### src/rtl/fetch_predict_if.sv
// Fetch <-> ID / I-memory signal bundle for fetch_predict.
// The master side is the fetch stage; the slave side is ID plus the I-memory.
interface fetch_predict_if;
  logic        FREEZE_IN;
  logic [31:0] Instr_Addr_OUT;
  logic [31:0] Instr_IN;
  logic [31:0] Instr_OUT;
  logic [31:0] Instr_PC_OUT;
  logic [31:0] Instr_PC_Plus4_OUT;
  logic        Res_Branch_IN;
  logic        Res_Taken_IN;
  logic [31:0] Res_Target_IN;
  logic        Mispredict_OUT;
  logic [31:0] Branch_Count_OUT;
  logic [31:0] Mispredict_Count_OUT;

  modport master (
    input  FREEZE_IN, Instr_IN, Res_Branch_IN, Res_Taken_IN, Res_Target_IN,
    output Instr_Addr_OUT, Instr_OUT, Instr_PC_OUT, Instr_PC_Plus4_OUT,
           Mispredict_OUT, Branch_Count_OUT, Mispredict_Count_OUT
  );

  modport slave (
    output FREEZE_IN, Instr_IN, Res_Branch_IN, Res_Taken_IN, Res_Target_IN,
    input  Instr_Addr_OUT, Instr_OUT, Instr_PC_OUT, Instr_PC_Plus4_OUT,
           Mispredict_OUT, Branch_Count_OUT, Mispredict_Count_OUT
  );
endinterface

### src/rtl/fetch_predict.sv
// Fetch stage with a direct-mapped BTB (2-bit counters) for a single-delay-slot pipeline.
// Predicted-taken branches redirect after their delay slot; ID's resolution trains and repairs.
module fetch_predict #(
  parameter int          INDEX_BITS = 4,
  parameter logic [31:0] RESET_PC   = 32'h00400000
) (
  input logic           CLK,
  input logic           RESET,
  fetch_predict_if.master bus
);
  localparam int ENTRIES = 1 << INDEX_BITS;
  localparam int TAG_W   = 32 - INDEX_BITS - 2;

  typedef struct packed {
    logic [31:0] pc;
    logic        pred_taken;
    logic [31:0] pred_target;
  } hist_t;

  logic [31:0] pc;
  logic [31:0] instr_q;
  logic [31:0] instr_pc_q;
  logic [31:0] instr_pc4_q;
  logic        mispredict_q;
  logic [31:0] branch_count;
  logic [31:0] mispredict_count;

  logic              btb_valid  [ENTRIES];
  logic [TAG_W-1:0]  btb_tag    [ENTRIES];
  logic [31:0]       btb_target [ENTRIES];
  logic [1:0]        btb_ctr    [ENTRIES];

  logic        pending_valid;
  logic [31:0] pending_target;
  hist_t       stage1;
  hist_t       stage2;

  logic [INDEX_BITS-1:0] lookup_idx;
  logic [TAG_W-1:0]      lookup_tag;
  logic                  lookup_hit;
  logic                  predict_taken;
  logic [31:0]           predict_target;
  logic [INDEX_BITS-1:0] update_idx;
  logic [TAG_W-1:0]      update_tag;
  logic                  update_hit;
  logic                  resolve;
  logic                  mispredict;
  logic [31:0]           correct_pc;
  logic [31:0]           pc_plus4;
  logic [31:0]           next_pc;

  // A lookup in the delay slot of an already-predicted branch is ignored.
  always_comb begin
    lookup_idx     = pc[INDEX_BITS+1:2];
    lookup_tag     = pc[31:INDEX_BITS+2];
    lookup_hit     = btb_valid[lookup_idx] && (btb_tag[lookup_idx] == lookup_tag);
    predict_taken  = lookup_hit && btb_ctr[lookup_idx][1] && !pending_valid;
    predict_target = btb_target[lookup_idx];
  end

  always_comb begin
    resolve    = bus.Res_Branch_IN && !bus.FREEZE_IN;
    correct_pc = bus.Res_Taken_IN ? bus.Res_Target_IN : stage2.pc + 32'd8;
    mispredict = resolve &&
                 ((bus.Res_Taken_IN != stage2.pred_taken) ||
                  (bus.Res_Taken_IN && (bus.Res_Target_IN != stage2.pred_target)));
    update_idx = stage2.pc[INDEX_BITS+1:2];
    update_tag = stage2.pc[31:INDEX_BITS+2];
    update_hit = btb_valid[update_idx] && (btb_tag[update_idx] == update_tag);
    pc_plus4   = pc + 32'd4;
    if (mispredict)
      next_pc = correct_pc;
    else if (pending_valid)
      next_pc = pending_target;
    else
      next_pc = pc_plus4;
  end

  always_ff @(posedge CLK) begin
    if (RESET) begin
      pc               <= RESET_PC;
      instr_q          <= 32'd0;
      instr_pc_q       <= 32'd0;
      instr_pc4_q      <= 32'd0;
      mispredict_q     <= 1'b0;
      branch_count     <= 32'd0;
      mispredict_count <= 32'd0;
      pending_valid    <= 1'b0;
      pending_target   <= 32'd0;
      stage1           <= '0;
      stage2           <= '0;
    end else if (bus.FREEZE_IN) begin
      mispredict_q <= 1'b0;
    end else begin
      pc           <= next_pc;
      instr_q      <= mispredict ? 32'd0 : bus.Instr_IN;
      instr_pc_q   <= pc;
      instr_pc4_q  <= pc_plus4;
      mispredict_q <= mispredict;
      stage2       <= stage1;
      if (resolve)
        branch_count <= branch_count + 32'd1;
      if (mispredict) begin
        mispredict_count <= mispredict_count + 32'd1;
        pending_valid    <= 1'b0;
        stage1           <= '0;
      end else begin
        stage1 <= '{pc: pc, pred_taken: predict_taken, pred_target: predict_target};
        if (pending_valid) begin
          pending_valid <= 1'b0;
        end else if (predict_taken) begin
          pending_valid  <= 1'b1;
          pending_target <= predict_target;
        end
      end
    end
  end

  // Training uses the branch now in history stage 2, independent of this cycle's lookup.
  always_ff @(posedge CLK) begin
    if (RESET) begin
      for (int i = 0; i < ENTRIES; i++) begin
        btb_valid[i]  <= 1'b0;
        btb_tag[i]    <= '0;
        btb_target[i] <= 32'd0;
        btb_ctr[i]    <= 2'b01;
      end
    end else if (resolve) begin
      if (update_hit) begin
        if (bus.Res_Taken_IN) begin
          btb_ctr[update_idx]    <= (btb_ctr[update_idx] == 2'b11) ? 2'b11 : btb_ctr[update_idx] + 2'd1;
          btb_target[update_idx] <= bus.Res_Target_IN;
        end else begin
          btb_ctr[update_idx] <= (btb_ctr[update_idx] == 2'b00) ? 2'b00 : btb_ctr[update_idx] - 2'd1;
        end
      end else if (bus.Res_Taken_IN) begin
        btb_valid[update_idx]  <= 1'b1;
        btb_tag[update_idx]    <= update_tag;
        btb_target[update_idx] <= bus.Res_Target_IN;
        btb_ctr[update_idx]    <= 2'b10;
      end
    end
  end

  assign bus.Instr_Addr_OUT       = pc;
  assign bus.Instr_OUT            = instr_q;
  assign bus.Instr_PC_OUT         = instr_pc_q;
  assign bus.Instr_PC_Plus4_OUT   = instr_pc4_q;
  assign bus.Mispredict_OUT       = mispredict_q;
  assign bus.Branch_Count_OUT     = branch_count;
  assign bus.Mispredict_Count_OUT = mispredict_count;
endmodule

### src/flat_wrapper.sv
// flat-port wrapper written by rule: the top's interface ports become plain ports
module fetch_predict_flat 
#(
  parameter int          INDEX_BITS = 4,
  parameter logic [31:0] RESET_PC   = 32'h00400000
)
  (CLK, RESET, bus_FREEZE_IN, bus_Instr_IN, bus_Res_Branch_IN, bus_Res_Taken_IN, bus_Res_Target_IN, bus_Instr_Addr_OUT, bus_Instr_OUT, bus_Instr_PC_OUT, bus_Instr_PC_Plus4_OUT, bus_Mispredict_OUT, bus_Branch_Count_OUT, bus_Mispredict_Count_OUT);
  fetch_predict_if bus_i ();
  input logic CLK;
  input logic RESET;
  input wire logic [$bits(bus_i.FREEZE_IN)-1:0] bus_FREEZE_IN;
  input wire logic [$bits(bus_i.Instr_IN)-1:0] bus_Instr_IN;
  input wire logic [$bits(bus_i.Res_Branch_IN)-1:0] bus_Res_Branch_IN;
  input wire logic [$bits(bus_i.Res_Taken_IN)-1:0] bus_Res_Taken_IN;
  input wire logic [$bits(bus_i.Res_Target_IN)-1:0] bus_Res_Target_IN;
  output wire logic [$bits(bus_i.Instr_Addr_OUT)-1:0] bus_Instr_Addr_OUT;
  output wire logic [$bits(bus_i.Instr_OUT)-1:0] bus_Instr_OUT;
  output wire logic [$bits(bus_i.Instr_PC_OUT)-1:0] bus_Instr_PC_OUT;
  output wire logic [$bits(bus_i.Instr_PC_Plus4_OUT)-1:0] bus_Instr_PC_Plus4_OUT;
  output wire logic [$bits(bus_i.Mispredict_OUT)-1:0] bus_Mispredict_OUT;
  output wire logic [$bits(bus_i.Branch_Count_OUT)-1:0] bus_Branch_Count_OUT;
  output wire logic [$bits(bus_i.Mispredict_Count_OUT)-1:0] bus_Mispredict_Count_OUT;
  assign bus_i.FREEZE_IN = bus_FREEZE_IN;
  assign bus_i.Instr_IN = bus_Instr_IN;
  assign bus_i.Res_Branch_IN = bus_Res_Branch_IN;
  assign bus_i.Res_Taken_IN = bus_Res_Taken_IN;
  assign bus_i.Res_Target_IN = bus_Res_Target_IN;
  assign bus_Instr_Addr_OUT = bus_i.Instr_Addr_OUT;
  assign bus_Instr_OUT = bus_i.Instr_OUT;
  assign bus_Instr_PC_OUT = bus_i.Instr_PC_OUT;
  assign bus_Instr_PC_Plus4_OUT = bus_i.Instr_PC_Plus4_OUT;
  assign bus_Mispredict_OUT = bus_i.Mispredict_OUT;
  assign bus_Branch_Count_OUT = bus_i.Branch_Count_OUT;
  assign bus_Mispredict_Count_OUT = bus_i.Mispredict_Count_OUT;
  fetch_predict #(.INDEX_BITS(INDEX_BITS), .RESET_PC(RESET_PC)) u_core (.CLK(CLK), .RESET(RESET), .bus(bus_i));
endmodule
### config.mk
export PLATFORM = sky130hd
export DESIGN_NAME = fetch_predict_flat
export DESIGN_NICKNAME = d
export VERILOG_FILES = /design/src/rtl/fetch_predict_if.sv /design/src/rtl/fetch_predict.sv /design/src/flat_wrapper.sv
export SDC_FILE = /design/constraint.sdc
export NUM_CORES = 2
export LEC_CHECK = 0
export ABC_AREA = 1
export CAP_MARGIN = 10
export CORE_MARGIN = 1.5
export CORE_UTILIZATION = 26
export CTS_BUF_LIST = sky130_fd_sc_hd__clkbuf_16
export DETAILED_ROUTE_END_ITERATION = 16
export SETUP_SLACK_MARGIN = 0.05
export SYNTH_ARGS = -nofsm -noshare
export SYNTH_HDL_FRONTEND = slang
export SYNTH_SLANG_ARGS = --single-unit
### constraint.sdc
create_clock -name CLK -period 4 [get_ports CLK]
set_clock_uncertainty 0.15 [all_clocks]
set_input_delay 0.8 -clock CLK [delete_from_list [all_inputs] [get_ports CLK]]
set_output_delay 0.8 -clock CLK [all_outputs]
set_load 0.02 [all_outputs]
Word level (Yosys, flattened, before mapping)
Memory sizes are Yosys's and may differ from the RTL's. A register that Yosys moved wholly into a read port is not among the register bits.
Cells that the tools add are included.
W data, S select, Z words.
- bits in registers: 356
- bits in writable memories: 976
- input bits: 69
- output and inout bits: 193
- word-level logic and storage cells: 110
- memories kept: 4
- add/sub/neg operators: 6
- equality and inequality tests: 5
- muxes and demuxes: 55
- bitwise gates (word level): 6
- reduce and logical (&&, ||, !) cells: 19
- memory list (memory ; depth ; bits a word ; rd ports ; clocked after memory_dff ; wr ports ; RTL line ; RTL):
    u_core.btb_target ; 16 ; 32 ; 1 ; 1 ; 16 ; fetch_predict.sv:30 ; logic [31:0] btb_target [ENTRIES];
    u_core.btb_tag ; 16 ; 26 ; 2 ; 2 ; 16 ; fetch_predict.sv:29 ; logic [TAG_W-1:0] btb_tag [ENTRIES];
    u_core.btb_ctr ; 16 ; 2 ; 2 ; 2 ; 16 ; fetch_predict.sv:31 ; logic [1:0] btb_ctr [ENTRIES];
    u_core.btb_valid ; 16 ; 1 ; 2 ; 2 ; 16 ; fetch_predict.sv:28 ; logic btb_valid [ENTRIES];
- operators by type and width (kind ; count):
    $mux W32 ; 6
    $mux W4 ; 18
    $mux W65 ; 1
    $add A32 B1 Y32 const B ; 2
    $eq A26 B26 Y1 ; 2
    $add A32 B3 Y32 const B ; 1
    $add A32 B4 Y32 const B ; 1
    $ne A32 B32 Y1 ; 1
    $reduce_or A32 Y1 ; 1
    $mux W26 ; 1
    $reduce_or A26 Y1 ; 1
    $mux W1 ; 24
    $mux W2 ; 5
    $logic_and A1 B1 Y1 ; 7
    $reduce_and A2 Y1 ; 2
    $reduce_and A4 Y1 ; 1
    $reduce_or A2 Y1 ; 2
    $not A1 Y1 ; 3
    $or A1 B1 Y1 ; 3
    $add A2 B1 Y2 const B ; 1
    $eq A2 B2 Y1 const B ; 1
    $logic_not A1 Y1 ; 2
    $logic_not A2 Y1 ; 1
    $sub A2 B1 Y2 const B ; 1
    3 further kinds ; 3

Longest topological paths before layout
- depth after elaboration: 10
- mapped depth: 23
- mapped depth without buffers: 19

Worst setup path after synthesis
OpenSTA, ideal clock, no wires.
- path kind: input-to-reg
- from: input port bus_FREEZE_IN
- to: memory u_core.btb_tag[7][0] in the netlist's numbering, enable pin
- setup time: 0.383 ns
- arrival: 3.046 ns
- data required time: 3.467 ns
- setup slack: 0.421 ns
- stages on the path: 9
- buffers on the path: 3
- cells stage by stage: clkbuf_1 -> nor2_1 -> inv_1 -> nor3_2 -> nand2_1 -> or2_2 -> buf_4 -> buf_2 -> nand2_1
- RTL lines (item ; RTL line ; RTL):
    from (decl) ; flat_wrapper.sv:11 ; input wire logic [$bits(bus_i.FREEZE_IN)-1:0] bus_FREEZE_IN;
    to (decl) ; fetch_predict.sv:29 ;

==> metrics.yaml <==
synth:
  synthSimpleGateAreaFrac: 0.233
  synth_ff_type: "edfxtp_1"
  synth.top_cells.by_area: "edfxtp_1 (44%), dfxtp_1 (12%), nor2_1 (9.6%), nand2_1 (7.2%), nand3_1 (4.8%)"
  ys_seq_elements: 1337
  synth_top_area_frac: 0.444
  synthAdderAreaFrac: 0.000772
  yosysWarningCount: 0
  ys_types: 46
  synth_area_mm2: 0.0649
  async_flop_share: 0
  muxShareOfSynthArea: 0
  synth-compound-area-share: 0.120
  synth-edff-count: 960
  synth_top_family_by_area: "simple AND/OR/NAND/NOR gates"
  synth-xor-area-share: 0.0101
  synth_top_area_cell: "edfxtp_1"
  syn_area_per_cell_um2: 8.45
  synthCells: 7674
  synth_nets: 7747
  ys_seq_area_frac: 0.561
global_routing:
  grt_pass1_wl_um: 366000
  grt_pass1_vias: 53700
  grt_usage: 0.195
  globalRouteMet3Util: 0.0430
  use_met2: 0.299
  grtUsageMet1: 0.261
  antenna_found_initial: 9
  grt_overflow: 0
  grt-busiest-layer: "met2"
  grt_max_degree: 188
layout:
  final_nets: 7860
  fin_area_mm2: 0.0770
  ff_latch_area_mm2: 0.0364
  layout-drive-gt1-share: 0.0782
  final_cells: 11200
  nFillCells: 25900
  utilization: 0.310
  syn_to_final_growth_pct: 18.7
  multi_input_area_mm2: 0.0237
critical_path:
  cp.required_ps: 4400
  critPathBufInv: 7
  crit_chain: "buf_12 > buf_16 > nor2_1 > nor2_1 > nand2_1 > nand3_1 > nand2_1 > nand2_1 > nand2_1 > nand2_1 > nand2_1 > nor2_1 > nand2_1 > inv_1 > nand3_1 > buf_4 > o21ai_2 > inv_2 > buf_12 > nand2_4 > nand2_1 > buf_12"
  cp-start-kind: "flip-flop"
  crit_type: "reg2reg"
  arrival_ps: 4200
  cp_common_cell: "nand2_1"
  crit_path_top_delay_cell: "dfxtp_4"
  slowest_delay_ps: 450
  end_kind: "flip-flop"
  critPathMaxFanout: 66
  critPathTopFamily: "simple AND/OR/NAND/NOR gates"
cts:
  clk_pin_slew_worst_paths_ps: 70
  root_buffer: "clkbuf_16"
  hold_buffers: 0
  clockBufferDepth: 3
  cts_max_level: 4
  cts_buffers: 145
  clock_latency_ps: 820
  cts_tree: "built"
  clkSinkCount: 1337
pwr:
  seqPwrFrac: 0.465
  peakVddDrop_mv: 0.357
  p_leak_nw: 29.0
  powerDensity_mw_per_mm2: 436
  power.internal_mw: 24.0
  power_frac_clock: 0.398
  power_frac_comb: 0.138
  finalPower_mw: 33.6
  p_sw_mw: 9.55
  p_sw_frac: 0.285
sta:
  final_max_slew_viol_count: 0
  max_freq_ghz: 0.263
  worst_pin_slew_ps: 1080
  hold_viol_final: 0
  fin_crit_ps: 3800
  setup_tns_ps: 0
  max_slew_margin: 0.283
  worst_slack_ps: 202
  finalSetupViolCount: 0
  rsz0062_at_grt: "false"
  finalCritPeriodShare: 0.949
  hold_slack_ps: 287
routing:
  antenna_left: 0
  viasPerCell: 5.15
  drc: 0
  drt_wl_total_um: 255000
  drtPass1Iterations: 9
  wl_per_cell_um: 22.7
  vias: 57900
  drt-initial-drc-count: 8083
place:
  gp_congestion: 0.961
  dp_cells: 11000
  hpwl_um: 163000
  port_buffers: 261
  dpl_cell_area_mm2: 0.0724
  place_ws_ps: 179
floorplanning:
  fp-row-count: 183
  io_pins: 262
  die_w_um: 503
  core_mm2: 0.248
  die_area_mm2: 0.253
  start_util: 0.261
  die_h_um: 503
hold_path:
  min_path_type: "in2reg"
run_status:
  status: "finished, final reports clean"
run:
  cap_violations: 0
worst reg2reg max path, cell delays in order (launching register included):
cell,delay [ps]
dfxtp_4,450
buf_12,200
buf_16,290
nor2_1,90
nor2_1,100
nand2_1,60
nand3_1,160
nand2_1,90
nand2_1,120
nand2_1,70
nand2_1,50
nand2_1,50
nor2_1,260
nand2_1,90
inv_1,60
nand3_1,90
buf_4,190
o21ai_2,170
inv_2,130
buf_12,180
nand2_4,70
nand2_1,140
buf_12,250
worst paths after layout:
kind,from,end,slack (ps),depth (start not counted)
worst max-delay path,flip-flop,u_core.btb_tag[11][22],200,22
worst min-delay path,RESET,u_core.stage1[38],290,2
worst max register to register,flip-flop,u_core.btb_tag[11][22],200,22
worst min register to register,u_core.stage1[47],u_core.stage1[47],310,2
per-layer routing:
layer  part of all wire  wire [um]  up-vias
met2               0.44     113000     3406
li1                   -          -    25900
met1               0.40     101000    27900
met3               0.11      28600      662
met4              0.050      12700        8
met5            0.00020         50        -
sequential cells by signal (all words and copies together) (netlist names), named ones only:
register and count:
u_core.btb_target 512, u_core.btb_tag 416, u_core.stage1 65, u_core.stage2 65, u_core.btb_ctr 32, u_core.bus.Branch_Count_OUT 32, u_core.bus.Instr_Addr_OUT 32, u_core.bus.Instr_OUT 32
u_core.bus.Instr_PC_Plus4_OUT 32, u_core.bus.Mispredict_Count_OUT 32, u_core.pending_target 32, u_core.bus.Instr_PC_OUT 30, u_core.btb_valid 16, u_core.bus.Mispredict_OUT 1
kinds of logic (layout without fill, tap and decap cells):
logic type	count (synthesis)	count (layout)
xor gates and xnor gates	75	75
and+or+nand+nor	3688	3688
adders and majority gates	4	4
DFF	1337	1337
AOI/OAI and AO/OA	1372	1372
buffers and inverters	1198	1429
other	0	5
placed cells by master (no fill, tap or decap), types with 5 or more instances in the layout:
cell,n
clkbuf_16,149
nand2_8,7
xnor2_1,7
inv_6,8
xor2_1,68
nand2_2,35
a31oi_1,15
bufinv_16,10
o21ai_0,618
edfxtp_1,960
or2_2,35
nand3_1,620
nor4_1,16
dfxtp_4,5
clkinv_1,67
diode_2,5
dfxtp_1,370
buf_4,220
buf_12,78
o211ai_1,173
o21a_1,5
inv_1,586
inv_2,12
nor2_2,5
o221ai_1,105
a21oi_1,405
clkdlybuf4s50_1,258
nor2_1,1664
nand4_1,25
clkinv_2,24
nand2_1,1206
nor3_1,55
o22ai_1,38
o21ai_1,7
synth_stat cells, types with 4 or more instances:
cell and n:
o221ai_1 105, ha_1 4, a21oi_1 405, o211ai_1 173, nand3b_1 4, inv_2 9
buf_2 144, inv_1 552, nand4_1 25, nand2_8 7, buf_6 13, nand3_1 620
nand2_1 1239, clkinv_1 43, nor3_1 55, edfxtp_1 960, o21ai_1 7, nor2_1 1666
nor4_1 16, buf_1 39, xor2_1 68, dfxtp_1 377, xnor2_1 7, buf_4 29
o21a_1 5, a31oi_1 15, or2_2 35, clkbuf_1 368, o22ai_1 38, o21ai_0 618
nor2_2 4
layout make-up:
class | count | share of cell area
well taps | 3330 | 0.0541
clock buffers | 149 | 0.0484
inverters | 604 | 0.0297
flip-flops and latches | 1337 | 0.473
clock inverters | 116 | 0.0111
multi-input cells | 5139 | 0.308
diodes | 5 | 0.000162
repair buffers | 560 | 0.0761
repair_timing:
action                                  CTS  global route
endpoints found under the setup margin    0             5
setup buffers                             0             0
endpoints found under the hold margin     0             0
gates resized for setup                   0             1
power groups by stage:
stage	registers [mW]	logic, mW	clock network [mW]
4_1_cts	15.6	4.50	13.4
3_5_place_dp	15.9	4.48	0
3_3_place_gp	15.9	4.44	0
5_1_grt	15.6	4.87	14.0
2_1_floorplan	15.9	2.42	0
6_report	15.6	4.62	13.3
Power figures use the tool's default switching activity.
